==> src/rtl/sram_ifc_pkg.sv <==
// Shared definitions for the fabric-to-SRAM interface: access-width encoding
// and the lane arithmetic used on both the write and read sides.
package sram_ifc_pkg;

    typedef enum logic [2:0] {
        W1  = 3'd0,
        W2  = 3'd1,
        W4  = 3'd2,
        W8  = 3'd3,
        W16 = 3'd4,
        W32 = 3'd5,
        W64 = 3'd6
    } conf_e;

    localparam int MAX_W = 64;

    // Lane exponent clamps to the row width, so oversized widths mean full-row access.
    function automatic int eff_exp(input int conf, input int sub_w);
        return (conf < sub_w) ? conf : sub_w;
    endfunction

    function automatic int align_off(input int sub, input int c);
        return sub & ~((1 << c) - 1);
    endfunction

    function automatic logic [MAX_W-1:0] lane_mask(input int c, input int o);
        logic [MAX_W-1:0] low;
        low = {MAX_W{1'b1}} >> (MAX_W - (1 << c));
        return low << o;
    endfunction

endpackage

==> src/rtl/sram_ifc_param_shifter.sv <==
// Combinational lane helper: replicates a lane across a row, builds its bit
// mask, and extracts a lane from a row.
module sram_lane_shifter
    import sram_ifc_pkg::*;
#(
    parameter int DATA_W = 32,
    parameter int SUB_W  = $clog2(DATA_W),
    parameter int EXP_W  = $clog2(SUB_W + 1)
) (
    input  logic [EXP_W-1:0]  c_i,
    input  logic [SUB_W-1:0]  o_i,
    input  logic [DATA_W-1:0] data_i,
    output logic [DATA_W-1:0] repl_o,
    output logic [DATA_W-1:0] mask_o,
    output logic [DATA_W-1:0] ext_o
);

    logic [SUB_W-1:0] low_idx;

    assign low_idx = SUB_W'((1 << c_i) - 1);

    // Each row bit takes the lane bit at the same position modulo the lane width.
    always_comb begin
        repl_o = '0;
        for (int b = 0; b < DATA_W; b++) begin
            repl_o[b] = data_i[SUB_W'(b) & low_idx];
        end
    end

    assign mask_o = DATA_W'(lane_mask(int'(c_i), int'(o_i)));
    assign ext_o  = (data_i >> o_i) & DATA_W'(lane_mask(int'(c_i), 0));

endmodule

==> src/rtl/sram_ifc_param.sv <==
// Fabric-to-SRAM interface for a 1W/1R macro: masked sub-word writes, lane
// extraction on reads, same-row collision forwarding and a collision counter.
module sram_ifc_param
    import sram_ifc_pkg::*;
#(
    parameter int DATA_W = 32,
    parameter int BASE_W = 9,
    parameter int SUB_W  = $clog2(DATA_W),
    parameter int ADDR_W = BASE_W + SUB_W,
    parameter int CONF_W = 3,
    parameter int CNT_W  = 16
) (
    input  logic              clk,
    input  logic              rst,
    input  logic [DATA_W-1:0] d_fabric_in,
    input  logic              csb,
    input  logic              web,
    input  logic              reb,
    input  logic [ADDR_W-1:0] addr_w,
    input  logic [ADDR_W-1:0] addr_r,
    input  logic [CONF_W-1:0] conf,
    input  logic              out_reg,
    output logic [DATA_W-1:0] d_sram_in,
    output logic [DATA_W-1:0] w_mask,
    output logic              csb0_sync,
    output logic              web0_sync,
    output logic              csb1_sync,
    output logic [BASE_W-1:0] baseaddr_w_sync,
    output logic [BASE_W-1:0] baseaddr_r_sync,
    input  logic [DATA_W-1:0] d_sram_out,
    output logic [DATA_W-1:0] d_fabric_out,
    output logic              rd_valid,
    output logic [CNT_W-1:0]  collision_cnt
);

    localparam int EXP_W = $clog2(SUB_W + 1);

    typedef struct packed {
        logic              valid;
        logic              fwd;
        logic              oreg;
        logic [EXP_W-1:0]  c;
        logic [SUB_W-1:0]  o;
        logic [DATA_W-1:0] din;
        logic [DATA_W-1:0] wmask;
    } pipe_t;

    logic              wr_req, rd_req, collide_req;
    logic [EXP_W-1:0]  c_req;
    logic [SUB_W-1:0]  o_w_req, o_r_req;
    logic [DATA_W-1:0] wr_repl, wr_mask, wr_ext_unused;
    logic [DATA_W-1:0] rd_repl_unused, rd_mask_unused, rd_lane, row_fwd;

    pipe_t             s1_d, s1_q, s2_q, s3_q;
    logic              csb0_q, web0_q, csb1_q, v4_q;
    logic [BASE_W-1:0] base_w_q, base_r_q;
    logic [DATA_W-1:0] row3_q, lane4_d, lane4_q;
    logic [CNT_W-1:0]  cnt_d, cnt_q;
    logic              direct;

    assign wr_req      = ~csb & ~web;
    assign rd_req      = ~csb & ~reb;
    assign collide_req = wr_req & rd_req & (addr_w[ADDR_W-1:SUB_W] == addr_r[ADDR_W-1:SUB_W]);
    assign c_req       = EXP_W'(eff_exp(int'(conf), SUB_W));
    assign o_w_req     = SUB_W'(align_off(int'(addr_w[SUB_W-1:0]), int'(c_req)));
    assign o_r_req     = SUB_W'(align_off(int'(addr_r[SUB_W-1:0]), int'(c_req)));

    sram_lane_shifter #(.DATA_W(DATA_W), .SUB_W(SUB_W), .EXP_W(EXP_W)) u_wr_shift (
        .c_i    (c_req),
        .o_i    (o_w_req),
        .data_i (d_fabric_in),
        .repl_o (wr_repl),
        .mask_o (wr_mask),
        .ext_o  (wr_ext_unused)
    );

    // The SRAM read of a colliding row is unreliable under the write mask, so
    // the written lane is patched in from the write values carried down the pipe.
    assign row_fwd = s3_q.fwd ? ((row3_q & ~s3_q.wmask) | (s3_q.din & s3_q.wmask)) : row3_q;

    sram_lane_shifter #(.DATA_W(DATA_W), .SUB_W(SUB_W), .EXP_W(EXP_W)) u_rd_shift (
        .c_i    (s3_q.c),
        .o_i    (s3_q.o),
        .data_i (row_fwd),
        .repl_o (rd_repl_unused),
        .mask_o (rd_mask_unused),
        .ext_o  (rd_lane)
    );

    always_comb begin
        // NOTE: every output of a combinational block gets a default first so no path infers a latch.
        s1_d       = '0;
        s1_d.valid = rd_req;
        s1_d.fwd   = collide_req;
        s1_d.oreg  = out_reg;
        s1_d.c     = c_req;
        s1_d.o     = o_r_req;
        s1_d.din   = wr_req ? wr_repl : '0;
        s1_d.wmask = wr_req ? wr_mask : '0;
        cnt_d      = cnt_q;
        if (collide_req && (cnt_q != '1)) begin
            cnt_d = cnt_q + CNT_W'(1);
        end
        lane4_d = (s3_q.valid && s3_q.oreg) ? rd_lane : lane4_q;
    end

    always_ff @(posedge clk) begin
        // NOTE: state updates use non-blocking assignments so every stage samples pre-edge values.
        if (rst) begin
            csb0_q   <= 1'b1;
            web0_q   <= 1'b1;
            csb1_q   <= 1'b1;
            base_w_q <= '0;
            base_r_q <= '0;
            s1_q     <= '0;
            s2_q     <= '0;
            s3_q     <= '0;
            row3_q   <= '0;
            v4_q     <= 1'b0;
            lane4_q  <= '0;
            cnt_q    <= '0;
        end else begin
            csb0_q   <= csb | web;
            web0_q   <= web;
            csb1_q   <= csb | reb;
            base_w_q <= addr_w[ADDR_W-1:SUB_W];
            base_r_q <= addr_r[ADDR_W-1:SUB_W];
            s1_q     <= s1_d;
            s2_q     <= s1_q;
            s3_q     <= s2_q;
            row3_q   <= d_sram_out;
            v4_q     <= s3_q.valid & s3_q.oreg;
            lane4_q  <= lane4_d;
            cnt_q    <= cnt_d;
        end
    end

    // An unregistered result in stage 3 wins over an older registered one.
    assign direct = s3_q.valid & ~s3_q.oreg;

    assign d_sram_in       = s1_q.din;
    assign w_mask          = s1_q.wmask;
    assign csb0_sync       = csb0_q;
    assign web0_sync       = web0_q;
    assign csb1_sync       = csb1_q;
    assign baseaddr_w_sync = base_w_q;
    assign baseaddr_r_sync = base_r_q;
    assign d_fabric_out    = direct ? rd_lane : lane4_q;
    assign rd_valid        = direct | v4_q;
    assign collision_cnt   = cnt_q;

endmodule

==> config.mk <==
export PLATFORM = sky130hd
export DESIGN_NAME = sram_ifc_param
export DESIGN_NICKNAME = d
export VERILOG_FILES = /design/src/rtl/sram_ifc_pkg.sv /design/src/rtl/sram_ifc_param_shifter.sv /design/src/rtl/sram_ifc_param.sv
export SDC_FILE = /design/constraint.sdc
export NUM_CORES = 1
export LEC_CHECK = 0
export ABC_CLOCK_PERIOD_IN_PS = 5360
export BUFFER_PORTS_ARGS = -buffer_cell sky130_fd_sc_hd__buf_4
export CAP_MARGIN = 20
export CORE_ASPECT_RATIO = 1.5
export CORE_UTILIZATION = 40
export DETAILED_ROUTE_END_ITERATION = 16
export PLACE_DENSITY_LB_ADDON = 0.3
export SETUP_SLACK_MARGIN = 0.05
export SLEW_MARGIN = 40
export SYNTH_ARGS = -nofsm -noshare
export SYNTH_HDL_FRONTEND = slang
export SYNTH_SLANG_ARGS = --single-unit
==> constraint.sdc <==
create_clock -name clk -period 5.36 [get_ports clk]
set_clock_uncertainty 0.05 [all_clocks]
set_input_delay 0.536 -clock clk [delete_from_list [all_inputs] [get_ports clk]]
set_output_delay 0.536 -clock clk [all_outputs]
set_load 0.01 [all_outputs]
Yosys cells after proc, flatten, opt, wreduce, memory -nomap -nowiden. Cells that the tools add are included.

Shift operators: 7. Reductions and logical operators: 3. $add $sub $neg: 5. Equal/unequal tests: 2. $lt $le $gt $ge: 32. Muxes and demuxes: 65. Bitwise operators: 22.

Operators by type and width (number): 32-bit bitwise AND (3); 5-bit by 6-bit less-than comparator with 1-bit output, second input constant (16); 32-bit 2-to-1 mux (2); 1-bit by 3-bit << shifter with 32-bit output, first input constant (2); 64-bit by 5-bit << shifter with 32-bit output (1); 64-bit by 32-bit right shift with 32-bit output, first input constant (1); 64-bit by 32-bit right shift with 64-bit output, first input constant (1); 8-bit by 32-bit subtractor with 32-bit output, first input constant (2); 4-bit by 6-bit less-than comparator with 1-bit output, second input constant (8); 1-bit 2-to-1 mux (36); 32-bit NOT (1); 32-bit bitwise OR (1); 32-bit by 5-bit right shift with 32-bit output (1); 1-bit binary-select mux with 3-bit select (10); 3-bit by 6-bit less-than comparator with 1-bit output, second input constant (4); 1-bit binary-select mux with 2-bit select (10); 1-bit binary-select mux with 4-bit select (5); 16-bit by 1-bit adder with 16-bit output, second input constant (1); 16-bit inequality test, second input constant (1); 2-bit by 6-bit less-than comparator with 1-bit output, second input constant (2); 5-bit bitwise AND (2); 5-bit by 2-bit subtractor with 5-bit output, second input constant (2); 9-bit equality test (1); 1-bit bitwise AND (6); other kinds (10) (17).

Output and inout port bits: 134. Register bits after elaboration: 327. Word-level logic and storage cells: 166. Input port bits: 101.

Depth between registers and ports, before layout.
Word-level depth: 7. Mapped depth: 12. Depth with buffers taken out: 10.

Hierarchy. From an unflattened synthesis, not the netlist that was laid out.

Cells, all modules: 2295. Area total of the unflattened synthesis: 19692.6 um2.

Modules (own cells, without submodules): sram_ifc_param (instances 1, area each 10924.2 um2, cells an instance 1027); sram_lane_shifter (u_wr_shift) (instances 1, area each 4496.8 um2, cells an instance 638); sram_lane_shifter (u_rd_shift) (instances 1, area each 4271.6 um2, cells an instance 630).

Worst setup path before layout. Ideal clock, no wire load.

Path kind: register to output. Start point: register s3_q[71] (netlist bit). End point: output port d_fabric_out[4]. Stages on the path, launching flop included: 11. Buffers on the path: 2. Required time: 4.774 ns. Arrival: 2.985 ns. Path slack: 1.789 ns. Path through: dfxtp_1 > clkbuf_1 > inv_1 > ha_1 > or4_4 > nor4_4 > nor2_2 > buf_6 > or4_4 > a211oi_2 > mux2_1.

Longest elaborated chain between the ends: 5.

RTL lines: start: declaration (RTL line sram_ifc_param.sv:54) `pipe_t s1_d, s1_q, s2_q, s3_q;`; start signal: assignment (RTL line sram_ifc_param.sv:130) `s3_q <= s2_q;`; 1-bit by 3-bit << shifter with 32-bit output (RTL line sram_ifc_pkg.sv:28) `low = {MAX_W{1'b1}} >> (MAX_W - (1 << c));`; 8-bit by 32-bit subtractor with 32-bit output (RTL line sram_ifc_pkg.sv:28); 64-bit by 32-bit right shift with 32-bit output; 32-bit bitwise AND (RTL line sram_ifc_param_shifter.sv:31) `assign ext_o = (data_i >> o_i) & DATA_W'(lane_mask(int'(c_i), 0));`; 32-bit 2-to-1 mux (RTL line sram_ifc_param.sv:148) `assign d_fabric_out = direct ? rd_lane : lane4_q;`; end: declaration (RTL line sram_ifc_param.sv:31) `output logic [DATA_W-1:0] d_fabric_out,`.

Every way passes these cells.

Worst setup path in the final report.
Start point: register s3_q[71] (netlist bit). End point: output port d_fabric_out[19].

Same word-level chain as after synthesis.

==> impl_metrics.tcl <==
set metrics [dict create \
    start_util 0.408 \
    end_kind "output pin" \
    die_h_um 231 \
    relSlewSlack 0.495 \
    numCtsBuffers 31 \
    power_density_nw_per_um2 315 \
    io_pins 235 \
    max_freq_mhz 217 \
    ys_warn_count 0 \
    wire_per_inst_um 19.1 \
    die_w_um 155 \
    p_leak_nw 6.98 \
    ys_seq_area_frac 0.467 \
    final_hold_viol_count 0 \
    final_area_um2 16800 \
    post_cts_resized 0 \
    dp_hpwl_mm 30.6 \
    cp_slowest_cell "or4_4" \
    maxUsedRoutingLayer "met5" \
    cts_sinks 327 \
    dr_wl_met3_mm 1.92 \
    io_buffers 234 \
    crit_path_max_fanout 12 \
    syn_inst 1439 \
    h-tree-depth 1 \
    drive_above_1_share 0.233 \
    period_needed_ns 4.62 \
    max-vdd-ir-drop_mv 0.240 \
    grt_pass1_vias 10600 \
    post_cts_buffers 0 \
    die-area_um2 35800 \
    wl_met1_mm 15.3 \
    drc 0 \
    viasPerCell 5.07 \
    grt_max_degree 86 \
    grt_usage 0.219 \
    fill_cells 3249 \
    grt_pass1_wl_mm 60.3 \
    rsz0062_at_grt "false" \
    clk_latency_ns 0.57 \
    ys.flop_type "dfxtp_1" \
    start_kind "flip-flop" \
    cts_root_buf "clkbuf_16" \
    n_antenna_cell 0 \
    async_flop_share 0 \
    maxSlewViolCount 0 \
    worstSetupPathType "reg -> out" \
    holdCritPathClass "in -> reg" \
    gp_congestion 0.956 \
    drt_pre_antenna_iters 5 \
    syn_area_per_cell_um2 9.75 \
    row_count 83 \
    finalCritPeriodShare 0.861 \
    synth_enable_flop_cells 0 \
    outcome "complete, no violations" \
    area_growth_pct 20.0 \
    worst_pin_slew_ns 0.756 \
    cpPeakStageDelay_ns 0.58 \
    crit_chain "inv_1 -> ha_1 -> or4_4 -> nor4_4 -> nor2_2 -> or3_1 -> a21o_1 -> a21oi_1 -> mux2_2 -> buf_4" \
    crit_required_ns 4.77 \
    fin_setup_tns_ns 0 \
    wl_mm 39.4 \
    cts_tree "done" \
    cts_hold_buf 0 \
    synth_cell_types 71 \
    antenna_found_initial 1 \
    ys_ff_latch 327 \
    clkTransAtPathRegs_ns 0.06 \
    setup_viol_count_final 0 \
    coreArea_um2 34400 \
    netlist_area_um2 14000 \
    vias 10500 \
    nets 1686 \
    clockBufferDepth 3 \
    wl_met2_mm 20.4 \
    drt_iter0_drc 693 \
    cp.arrival_ns 4.03 \
    maxCapViolCount 0 \
    totalPowerFinal_mw 5.30 \
    gr-total-overflow 0 \
    dpl_cell_area_um2 15700 \
    ant_nets 0 \
]
power by group:
group	internal (mW)	switching (mW)	leakage (nW)
logic	0.198	0.249	3.78
clock network	1.42	0.929	0.544
registers	2.48	0.0266	2.66
kinds of logic after synthesis:
logic type / count (synthesis) / share of synthesized area
and+or+nand+nor: 561 / 0.209
DFF: 327 / 0.467
AOI/OAI and AO/OA: 219 / 0.105
buffers and inverters: 164 / 0.0629
muxes: 128 / 0.130
xor gates and xnor gates: 30 / 0.0187
adders and majority gates: 9 / 0.00803
other: 1 / 0.000267
per-layer routing:
layer	up-vias	global-route usage
li1	5167	-
met1	4896	0.240
met2	334	0.408
met3	80	0.0327
met4	2	0.108
met5	-	0
cells in the mapped netlist, types with 3 or more instances:
library cell,number,area (µm²)
and2_1,14,87.6
xnor2_1,7,61.3
mux2_2,8,90.1
nor4_1,7,43.8
mux2i_1,77,771
nand2b_1,10,62.6
o21ai_0,45,225
clkbuf_1,55,206
ha_1,9,113
and3_1,15,93.8
a32o_1,7,70.1
mux4_2,42,946
buf_1,11,41.3
o31ai_1,11,82.6
clkinv_1,3,11.3
o41ai_1,4,35.0
a22o_1,15,131
nor2_1,91,342
o22ai_1,9,56.3
a211oi_1,16,120
nor2b_1,210,1310
a21boi_0,3,22.5
o221ai_1,3,26.3
nand2_1,141,529
nand4_1,9,56.3
nand3b_1,3,22.5
or3_1,3,18.8
dfxtp_1,327,6550
inv_1,15,56.3
o22a_1,6,52.6
nand3_1,21,105
nor3_1,18,90.1
a21oi_1,59,295
xor2_1,23,201
a22oi_1,4,30.0
nor3b_1,5,37.5
buf_2,15,75.1
buf_4,64,480
or2_2,5,31.3
o211ai_1,4,30.0
o21a_1,5,37.5
flip-flops by register name, indices dropped and copies added, names as in the netlist:
register	cells
row3_q	32
baseaddr_r_sync	9
baseaddr_w_sync	9
s1_q	11
csb1_sync	1
s3_q	75
web0_sync	1
v4_q	1
w_mask	32
d_sram_in	32
lane4_q	32
s2_q	75
collision_cnt	16
csb0_sync	1
worst max-delay path, delay by kind of cell, from the launching register on:
family                   cells  cell delay [ns]
AO/OA/AOI/OAI                2             0.44
adder cells (fa/ha/maj)      1             0.30
buffers and inverters        2             0.29
flip-flops                   1             0.56
multiplexers                 1             0.20
AND/OR/NAND/NOR              4             1.67
final cells by class:
| cell class | count | area (µm²) | share of cell area |
|---|---|---|---|
| multi-input combinational | 950 | 6640 | 0.395 |
| tap | 467 | 584 | 0.0347 |
| clock inverter | 15 | 219 | 0.0130 |
| sequential | 327 | 6550 | 0.389 |
| timing repair buffer | 248 | 1870 | 0.111 |
| inverter | 18 | 67.6 | 0.00401 |
| clock buffer | 43 | 901 | 0.0535 |
through the flow:
step / setup slack [ns] / util / cells / hold WS, ns
after global placement: 1.27 / 0.456 / 2010 / 0.370
final: 0.743 / 0.490 / 2068 / 0.130
after CTS: 0.770 / 0.489 / 2068 / 0.101
after detailed placement: 1.40 / 0.457 / 2010 / 0.370
after floorplan: 1.79 / - / 1441 / 0.364
after global routing: 0.567 / 0.490 / 2068 / 0.110
path summary, 6_finish.rpt:
| check | start | end | slack (ns) | depth (start not counted) |
|---|---|---|---|---|
| worst min register to register | s2_q[22] | s3_q[22] | 0.38 | 1 |
| worst max register to register | s3_q[71] | lane4_q[19] | 1.95 | 9 |
| worst max-delay path | s3_q[71] | d_fabric_out[19] | 0.74 | 10 |
| worst min-delay path | d_sram_out[2] | row3_q[2] | 0.13 | 2 |
cell usage in the layout (no fill, tap or decap), drive strengths merged, types with 21 or more instances in the layout:
cell and n:
nor2 92, clkbuf 43, buf 248, nor2b 210, nand2 141, xor2 23
nand3 21, mux2i 77, a21oi 59, dfxtp 327, mux4 42, o21ai 46
(Power assumes the default switching activity.)
